<file path="src/rtl/router_pkg.sv">
// Shared state encoding and helpers for the parametrised router control FSM.
package router_pkg;

  typedef logic [3:0] state_t;

  localparam state_t ST_DA   = 4'd0;
  localparam state_t ST_LFD  = 4'd1;
  localparam state_t ST_LD   = 4'd2;
  localparam state_t ST_LP   = 4'd3;
  localparam state_t ST_FFS  = 4'd4;
  localparam state_t ST_LAF  = 4'd5;
  localparam state_t ST_WTE  = 4'd6;
  localparam state_t ST_CPE  = 4'd7;
  localparam state_t ST_DROP = 4'd8;

  // One bit of a one-hot decode: true when the header index selects position pos.
  function automatic logic onehot_hit(input int idx, input int pos);
    return idx == pos;
  endfunction

endpackage

</file>
<file path="src/rtl/router_fsm_n.sv">
// Router control FSM for one input port feeding N output FIFOs: header decode,
// load sequencing, full/empty stalls, invalid-address drop and per-channel abort.
module router_fsm_n
  import router_pkg::*;
#(
  parameter int N      = 3,
  parameter int ADDR_W = 2,
  parameter int CNT_W  = 8
) (
  input  logic              clock,
  input  logic              reset,
  input  logic              pkt_valid,
  input  logic [ADDR_W-1:0] data_in,
  input  logic [N-1:0]      fifo_full,
  input  logic [N-1:0]      fifo_empty,
  input  logic [N-1:0]      soft_reset,
  input  logic              parity_done,
  input  logic              low_pkt_valid,
  output logic              detect_add,
  output logic              lfd_state,
  output logic              ld_state,
  output logic              laf_state,
  output logic              full_state,
  output logic              write_enb_reg,
  output logic              rst_int_reg,
  output logic              busy,
  output logic              drop_state,
  output logic [N-1:0]      dest_sel,
  output logic [CNT_W-1:0]  drop_count
);

  state_t           state_q, state_d;
  logic [N-1:0]     dest_sel_q, dest_sel_d;
  logic [CNT_W-1:0] drop_count_q, drop_count_d;

  logic [N-1:0] hdr_sel;
  logic [N-1:0] cur_sel;
  logic         addr_ok;
  logic         full;
  logic         empty;
  logic         soft_hit;

  // In DA the live header selects the channel; afterwards the latched select does.
  always_comb begin
    // NOTE: every signal written here gets a default first so no latch is inferred.
    hdr_sel = '0;
    for (int i = 0; i < N; i++) begin
      hdr_sel[i] = onehot_hit(32'(data_in), i);
    end
    addr_ok  = |hdr_sel;
    cur_sel  = (state_q == ST_DA) ? hdr_sel : dest_sel_q;
    full     = |(fifo_full  & cur_sel);
    empty    = |(fifo_empty & cur_sel);
    soft_hit = |(soft_reset & cur_sel);
  end

  always_comb begin
    state_d      = state_q;
    dest_sel_d   = dest_sel_q;
    drop_count_d = drop_count_q;

    unique case (state_q)
      ST_DA: begin
        if (pkt_valid) begin
          dest_sel_d = hdr_sel;
          if (!addr_ok)   state_d = ST_DROP;
          else if (empty) state_d = ST_LFD;
          else            state_d = ST_WTE;
        end
      end
      ST_WTE:  if (empty) state_d = ST_LFD;
      ST_LFD:  state_d = ST_LD;
      ST_LD: begin
        if (full)            state_d = ST_FFS;
        else if (!pkt_valid) state_d = ST_LP;
      end
      ST_FFS:  if (!full) state_d = ST_LAF;
      ST_LAF: begin
        if (parity_done)        state_d = ST_DA;
        else if (low_pkt_valid) state_d = ST_LP;
        else                    state_d = ST_LD;
      end
      ST_LP:   state_d = ST_CPE;
      ST_CPE:  state_d = full ? ST_FFS : ST_DA;
      ST_DROP: begin
        if (!pkt_valid) begin
          state_d = ST_DA;
          if (drop_count_q != '1) drop_count_d = drop_count_q + CNT_W'(1);
        end
      end
      default: state_d = ST_DA;
    endcase

    // A timeout on the selected channel aborts the packet from any loading state.
    if (soft_hit && state_q != ST_DA && state_q != ST_DROP) state_d = ST_DA;
  end

  always_ff @(posedge clock) begin
    // NOTE: non-blocking assignments so every flop samples pre-edge values.
    if (reset) begin
      state_q      <= ST_DA;
      dest_sel_q   <= '0;
      drop_count_q <= '0;
    end else begin
      state_q      <= state_d;
      dest_sel_q   <= dest_sel_d;
      drop_count_q <= drop_count_d;
    end
  end

  assign detect_add    = (state_q == ST_DA);
  assign lfd_state     = (state_q == ST_LFD);
  assign ld_state      = (state_q == ST_LD);
  assign laf_state     = (state_q == ST_LAF);
  assign full_state    = (state_q == ST_FFS);
  assign drop_state    = (state_q == ST_DROP);
  assign write_enb_reg = (state_q == ST_LD) || (state_q == ST_LP) || (state_q == ST_LAF);
  assign rst_int_reg   = (state_q == ST_CPE);
  assign busy          = (state_q == ST_LFD) || (state_q == ST_LP) || (state_q == ST_FFS) ||
                         (state_q == ST_LAF) || (state_q == ST_WTE) || (state_q == ST_CPE);
  assign dest_sel      = dest_sel_q;
  assign drop_count    = drop_count_q;

endmodule

</file>
<file path="config.mk">
export PLATFORM = sky130hd
export DESIGN_NAME = router_fsm_n
export DESIGN_NICKNAME = d
export VERILOG_FILES = /design/src/rtl/router_pkg.sv /design/src/rtl/router_fsm_n.sv
export SDC_FILE = /design/constraint.sdc
export NUM_CORES = 1
export LEC_CHECK = 0
export CORE_AREA = 2 2 63 50
export DETAILED_ROUTE_END_ITERATION = 8
export DIE_AREA = 0 0 65 52
export DONT_BUFFER_PORTS = 1
export PLACE_DENSITY = 0.56
export SLEW_MARGIN = 20
export SYNTH_ARGS = -nofsm -noshare
export SYNTH_HDL_FRONTEND = slang
export SYNTH_SLANG_ARGS = --single-unit
</file>
<file path="constraint.sdc">
create_clock -name clock -period 1.8 [get_ports clock]
set_input_delay 0.18 -clock clock [delete_from_list [all_inputs] [get_ports clock]]
set_output_delay 0.18 -clock clock [all_outputs]
set_load 0.05 [all_outputs]
</file>
==> flow_metrics.tcl, run 1 <==
set metrics [dict create \
    status "finished clean" \
    worst_slew_pin_slew_ns 0.3435 \
    avgSynthCellArea_um2 7.830 \
    mostFrequentLayoutCells "31 x buf_4, 21 x nor2_1, 13 x nand2_1, 9 x dfxtp_1, 8 x a21oi_1" \
    synth_fp_nets 145 \
    drv_cap 0 \
    reg2reg_slack_ns 0.07 \
    crit_fanout 3 \
    final.setup.tns_ns 0 \
    ys_seq_elements 15 \
    netSwitchingFraction 0.4706 \
    grt_max_degree 15 \
    core_um2 2786 \
    htreeDepth 1 \
    cts_buffer_depth 2 \
    hpwl_um 2097 \
    clk_pin_slew_worst_paths_ns 0.06 \
    skew_ns 0.001040 \
    grt_pass1_wl_um 4491 \
    grt-ovfl-total 0 \
    max_freq_mhz 577.6 \
    wire_per_inst_um 13.53 \
    synth-main-ff-cell "dfxtp_1" \
    syn_inst 128 \
    synth_cell_types 39 \
    combPwrFrac 0.637 \
    antenna_found_initial 0 \
    hold_class "primary input to flop" \
    ant_nets 0 \
    hold_viol 0 \
    max-vdd-ir-drop_mv 0.6233 \
    drtIter0Drc 31 \
    grt_pass1_vias 1013 \
    drt_first_pass_iters 4 \
    ys_warn_count 0 \
    synth_area_um2 1002 \
    setup_viol 0 \
    internal-power_uw 1005 \
    clk_latency_ns 0.24 \
    synth_area_leaders "dfxtp_1 30%, nor2_1 8.2%, xor2_1 5.2%, nand2_1 4.9%, a21oi_1 4.0%" \
    path_class "flop to primary output" \
    syn_to_final_growth_pct 36.70 \
    vias 1045 \
    ys_seq_area_frac 0.2996 \
    critPathArrivalTime_ns 1.55 \
    crit_required_ns 1.62 \
    period_share 0.9619 \
    root_buffer "clkbuf_8" \
    cts_sinks 15 \
    globalplace.congestion 0.8900 \
    p_leak_uw 0.0005766 \
    start_util 0.3597 \
    fp.dieW_um 65 \
    rows 17 \
    cts_tree "yes" \
    drive_above_1_share 0.3208 \
    max_slew_margin 0.7693 \
    cts-buffers-inserted 3 \
    crit_path_max_incr_delay_ns 0.57 \
    place_inst 190 \
    via_per_inst 5.305 \
    drt_wl_total_um 2666 \
    post-route-min-period_ns 1.731 \
    clock_power_share 0.139 \
    power_frac_seq 0.224 \
    ios 36 \
    nFillCells 272 \
    power.density_nw_per_um2 1386 \
    crit_path_frequent_cell "buf_4" \
    synth-edff-count 0 \
    die_area_um2 3380 \
    synth-async-reset-ratio 0 \
    crit_slowest_cell "or4b_4" \
    cp_cell_sequence "or4b_4, buf_4, clkinv_1, buf_4" \
    synth_top_cell_by_area "dfxtp_1" \
    drc 0 \
    drv_slew 0 \
    track_usage 0.1707 \
    start_kind "flop" \
    final_common_cell "buf_4" \
    port_buffers 0 \
    die_y_um 52 \
    yosysTopAreaCellShare 0.2996 \
    endpoint_kind "primary output" \
    insertedDiodeCount 0 \
    nets 177 \
    p_switching_uw 893.7 \
    stdcell_count 197 \
]
power groups by stage:
stage          Combinational [µW]  Sequential (µW)  Clock, µW
2_1_floorplan                 807              476          0
6_report                     1210              426        264
4_1_cts                      1210              421        270
3_3_place_gp                 1190              424          0
5_1_grt                      1300              429        291
3_5_place_dp                 1200              427          0
synthesized netlist by cell type (3+ instances only):
| cell type | number |
|---|---|
| dfxtp_1 | 15 |
| nand2b_1 | 3 |
| and3_1 | 4 |
| nand4_1 | 4 |
| xor2_1 | 6 |
| nand2_1 | 13 |
| clkbuf_1 | 5 |
| mux2i_1 | 3 |
| nor2_1 | 22 |
| a211oi_1 | 3 |
| a21oi_1 | 8 |
| a22oi_1 | 3 |
| nor3_1 | 4 |
| nand3_1 | 3 |
| inv_1 | 3 |
critical path: cells and delay by family (launching register included):
family	cells	cell delay, ns
simple gates	1	0.57
buf+inv	3	0.40
flops	1	0.34
layout make-up:
type / instances / area, µm² / share of cell area
well taps: 38 / 47.55 / 0.03470
multi-input cells: 102 / 698.2 / 0.5096
repair buffers: 33 / 252.7 / 0.1845
inverters: 5 / 18.77 / 0.01370
clock buffers: 4 / 45.04 / 0.03288
flip-flops and latches: 15 / 307.8 / 0.2247
metal layers:
layer | GRT usage | share of wire | vias up
met5 | 0 | 0 | -
met1 | 0.2288 | 0.48 | 483
met4 | 0.02128 | 0 | 0
li1 | - | - | 530
met2 | 0.2732 | 0.44 | 32
met3 | 0.05844 | 0.082 | 0
worst paths after layout:
check             cells after the start                        from                          to
setup reg to reg                      5     state_q[2]$_SDFFE_PP0P_  drop_count[1]$_SDFFE_PP0P_
hold / removal                        1                       reset  drop_count[5]$_SDFFE_PP0P_
setup / recovery                      4     state_q[2]$_SDFFE_PP0P_                  drop_state
hold reg to reg                       3  drop_count[1]$_SDFFE_PP0P_  drop_count[1]$_SDFFE_PP0P_
registers in the layout (all words and copies together) (netlist names):
register    count
drop_count      8
state_q         4
dest_sel        3
timing repair:
item,in CTS,in global routing
endpoints found under the hold margin,6,4
hold buffers,1,1
buffers inserted,0,1
resized for setup,0,3
endpoints found under the setup margin,0,4
logic make-up (layout without fill, tap and decap cells):
kind of cell	count (synthesis)	in the layout	synth area share
compound gates	23	23	0.1735
xor+xnor	8	8	0.06992
fa+ha+maj	1	1	0.01248
buf+inv	11	42	0.04244
flops	15	15	0.2996
mux	5	5	0.05618
simple gates	65	65	0.3458
metrics by stage:
stage          power [µW]  setup WS, ns  hold slack, ns  utilization  area [µm²]
6_report             1899       0.06863         0.01161       0.4917        1370
5_1_grt              2023     -0.005387        0.007682       0.4917        1370
4_1_cts              1897       0.04036      0.00002887       0.4841        1349
3_5_place_dp         1626       0.07482          0.2537       0.4643        1294
3_3_place_gp         1614        0.1032          0.2479       0.4643        1294
2_1_floorplan        1283       -0.2875          0.2491            -        1045
No activity file was read; power rests on OpenSTA's default activity.
==> run 2, diff against run 1 <==
--- a/constraint.sdc
+++ b/constraint.sdc
@@ -3,2 +3,2 @@
 set_output_delay 0.18 -clock clock [all_outputs]
-set_load 0.05 [all_outputs]
+set_load 0.01 [all_outputs]
==> flow_metrics.tcl, run 2 (synthesized netlist as in run 1, its figures left out) <==
set metrics [dict create \
    ant_nets 0 \
    multi_input_area_um2 688.2 \
    die_y_um 52 \
    path_class "flop to flop" \
    grt-ovfl-total 0 \
    drtIter0Drc 47 \
    p_leak_uw 0.0005184 \
    cp_num_cells 6 \
    grt_max_degree 14 \
    worst_slew_pin_slew_ns 0.3725 \
    start_util 0.3597 \
    period_share 0.9542 \
    power.density_nw_per_um2 1245 \
    wire_per_inst_um 14.44 \
    final_common_cell "nor2_1" \
    ios 36 \
    grt_pass1_wl_um 4126 \
    drt_wl_total_um 2700 \
    stdcell_count 187 \
    vias 1005 \
    max_slew_margin 0.7516 \
    max_freq_mhz 582.2 \
    drt_first_pass_iters 4 \
    place_worst_setup_slack_ns 0.07674 \
    path_delay_family "simple AND/OR/NAND/NOR gates" \
    hold_path.startpoint "data_in[0]" \
    crit_fanout 8 \
    start_kind "flop" \
    p_total_uw 1604 \
    hold_class "primary input to flop" \
    antenna_found_initial 0 \
    drc 0 \
    nets 167 \
    core_um2 2786 \
    root_buffer "clkbuf_8" \
    skew_ns 0.005509 \
    max-vdd-ir-drop_mv 0.6868 \
    largest_reg_flops 8 \
    syn_to_final_growth_pct 28.59 \
    place_inst 179 \
    clk_latency_ns 0.24 \
    cp_cell_sequence "or4b_4, a211oi_4, buf_6, nand4_1, xor2_1, nor2_1" \
    grt_pass1_vias 882 \
    globalplace.congestion 0.8735 \
    mostFrequentLayoutCells "22 x nor2_1, 19 x buf_4, 13 x nand2_1, 13 x dfxtp_1, 8 x a21oi_1" \
    track_usage 0.1604 \
    seq_area_um2 302.8 \
    post-route-min-period_ns 1.718 \
    hold_depth 2 \
    critPathBufInv 1 \
    cts_buffer_depth 2 \
    fp.dieW_um 65 \
    die_area_um2 3380 \
    crit_slowest_cell "or4b_4" \
    setup_viol 0 \
    drv_cap 0 \
    critPathArrivalTime_ns 1.84 \
    hold_viol 0 \
    crit_required_ns 1.92 \
    via_per_inst 5.374 \
    hold_slack_ns 0.1061 \
    reg2reg_depth 6 \
    fin_ws_ns 0.08240 \
    fin_util 0.4625 \
    port_buffers 0 \
    clk_pin_slew_worst_paths_ns 0.06 \
    htreeDepth 1 \
    r2r_start "state_q[2]$_SDFFE_PP0P_" \
    crit_path_max_incr_delay_ns 0.56 \
    drv_slew 0 \
    hpwl_um 2002 \
    nFillCells 275 \
    crit_start "state_q[2]$_SDFFE_PP0P_" \
    cts_tree "yes" \
    status "finished clean" \
    drive_above_1_share 0.2483 \
    cts-buffers-inserted 3 \
    insertedDiodeCount 0 \
    rows 17 \
    endpoint_kind "flop" \
    cts_sinks 15 \
]
run 2: changes by cell type in the layout (fill, tap and decap cells not counted), sizes merged:
cell and change:
buf -10, clkbuf -1, clkinv +1
run 2: worst reg2reg max path, stage by stage, from the launching register on:
cell and delay (ns):
dfxtp_2 0.34, or4b_4 0.56, a211oi_4 0.23, buf_6 0.15
nand4_1 0.12, xor2_1 0.15, nor2_1 0.05
run 2: final timing paths:
kind                                end  slack (ns)
max          drop_count[4]$_SDFFE_PP0P_        0.08
max reg2reg  drop_count[4]$_SDFFE_PP0P_        0.08
min            dest_sel[1]$_SDFFE_PP0P_        0.11
min reg2reg  drop_count[6]$_SDFFE_PP0P_        0.60
run 2: where the power goes:
part           leakage (µW)  switching (µW)  internal [µW]  total, µW
logic              0.000371             476            436        913
registers          0.000122            48.9            377        426
clock network     0.0000255             113            153        266
total              0.000518             638            966       1600
run 2: area by class of cell:
| class | count | share of cell area |
|---|---|---|
| multi-input combinational | 102 | 0.5340 |
| sequential | 15 | 0.2350 |
| timing repair buffer | 23 | 0.1437 |
| tap | 38 | 0.03689 |
| clock buffer | 3 | 0.03204 |
| inverter | 5 | 0.01456 |
| clock inverter | 1 | 0.003883 |
run 2: metal layers:
metal  part of all wire  routed length [µm]  up-vias  track usage
met4             0.0044                  12        0      0.03546
met2               0.43                1156       40       0.2354
met3              0.083                 225        2      0.05628
met5                  0                   0        -            0
met1               0.48                1306      462       0.2246
li1                   -                   -      501            -
run 2: what timing repair did:
item                       in CTS  in global routing
hold endpoints to repair       10                  0
setup buffers                   0                  2
gates resized for setup         0                  9
setup endpoints to repair       0                 10
hold buffers                    2                  0
run 2: through the flow:
step	setup TNS, ns	instance area, µm²
finish	0	1289
floorplan	0	1002
detailed placement	0	1169
global route	-0.003364	1289
global placement	0	1169
CTS	0	1235
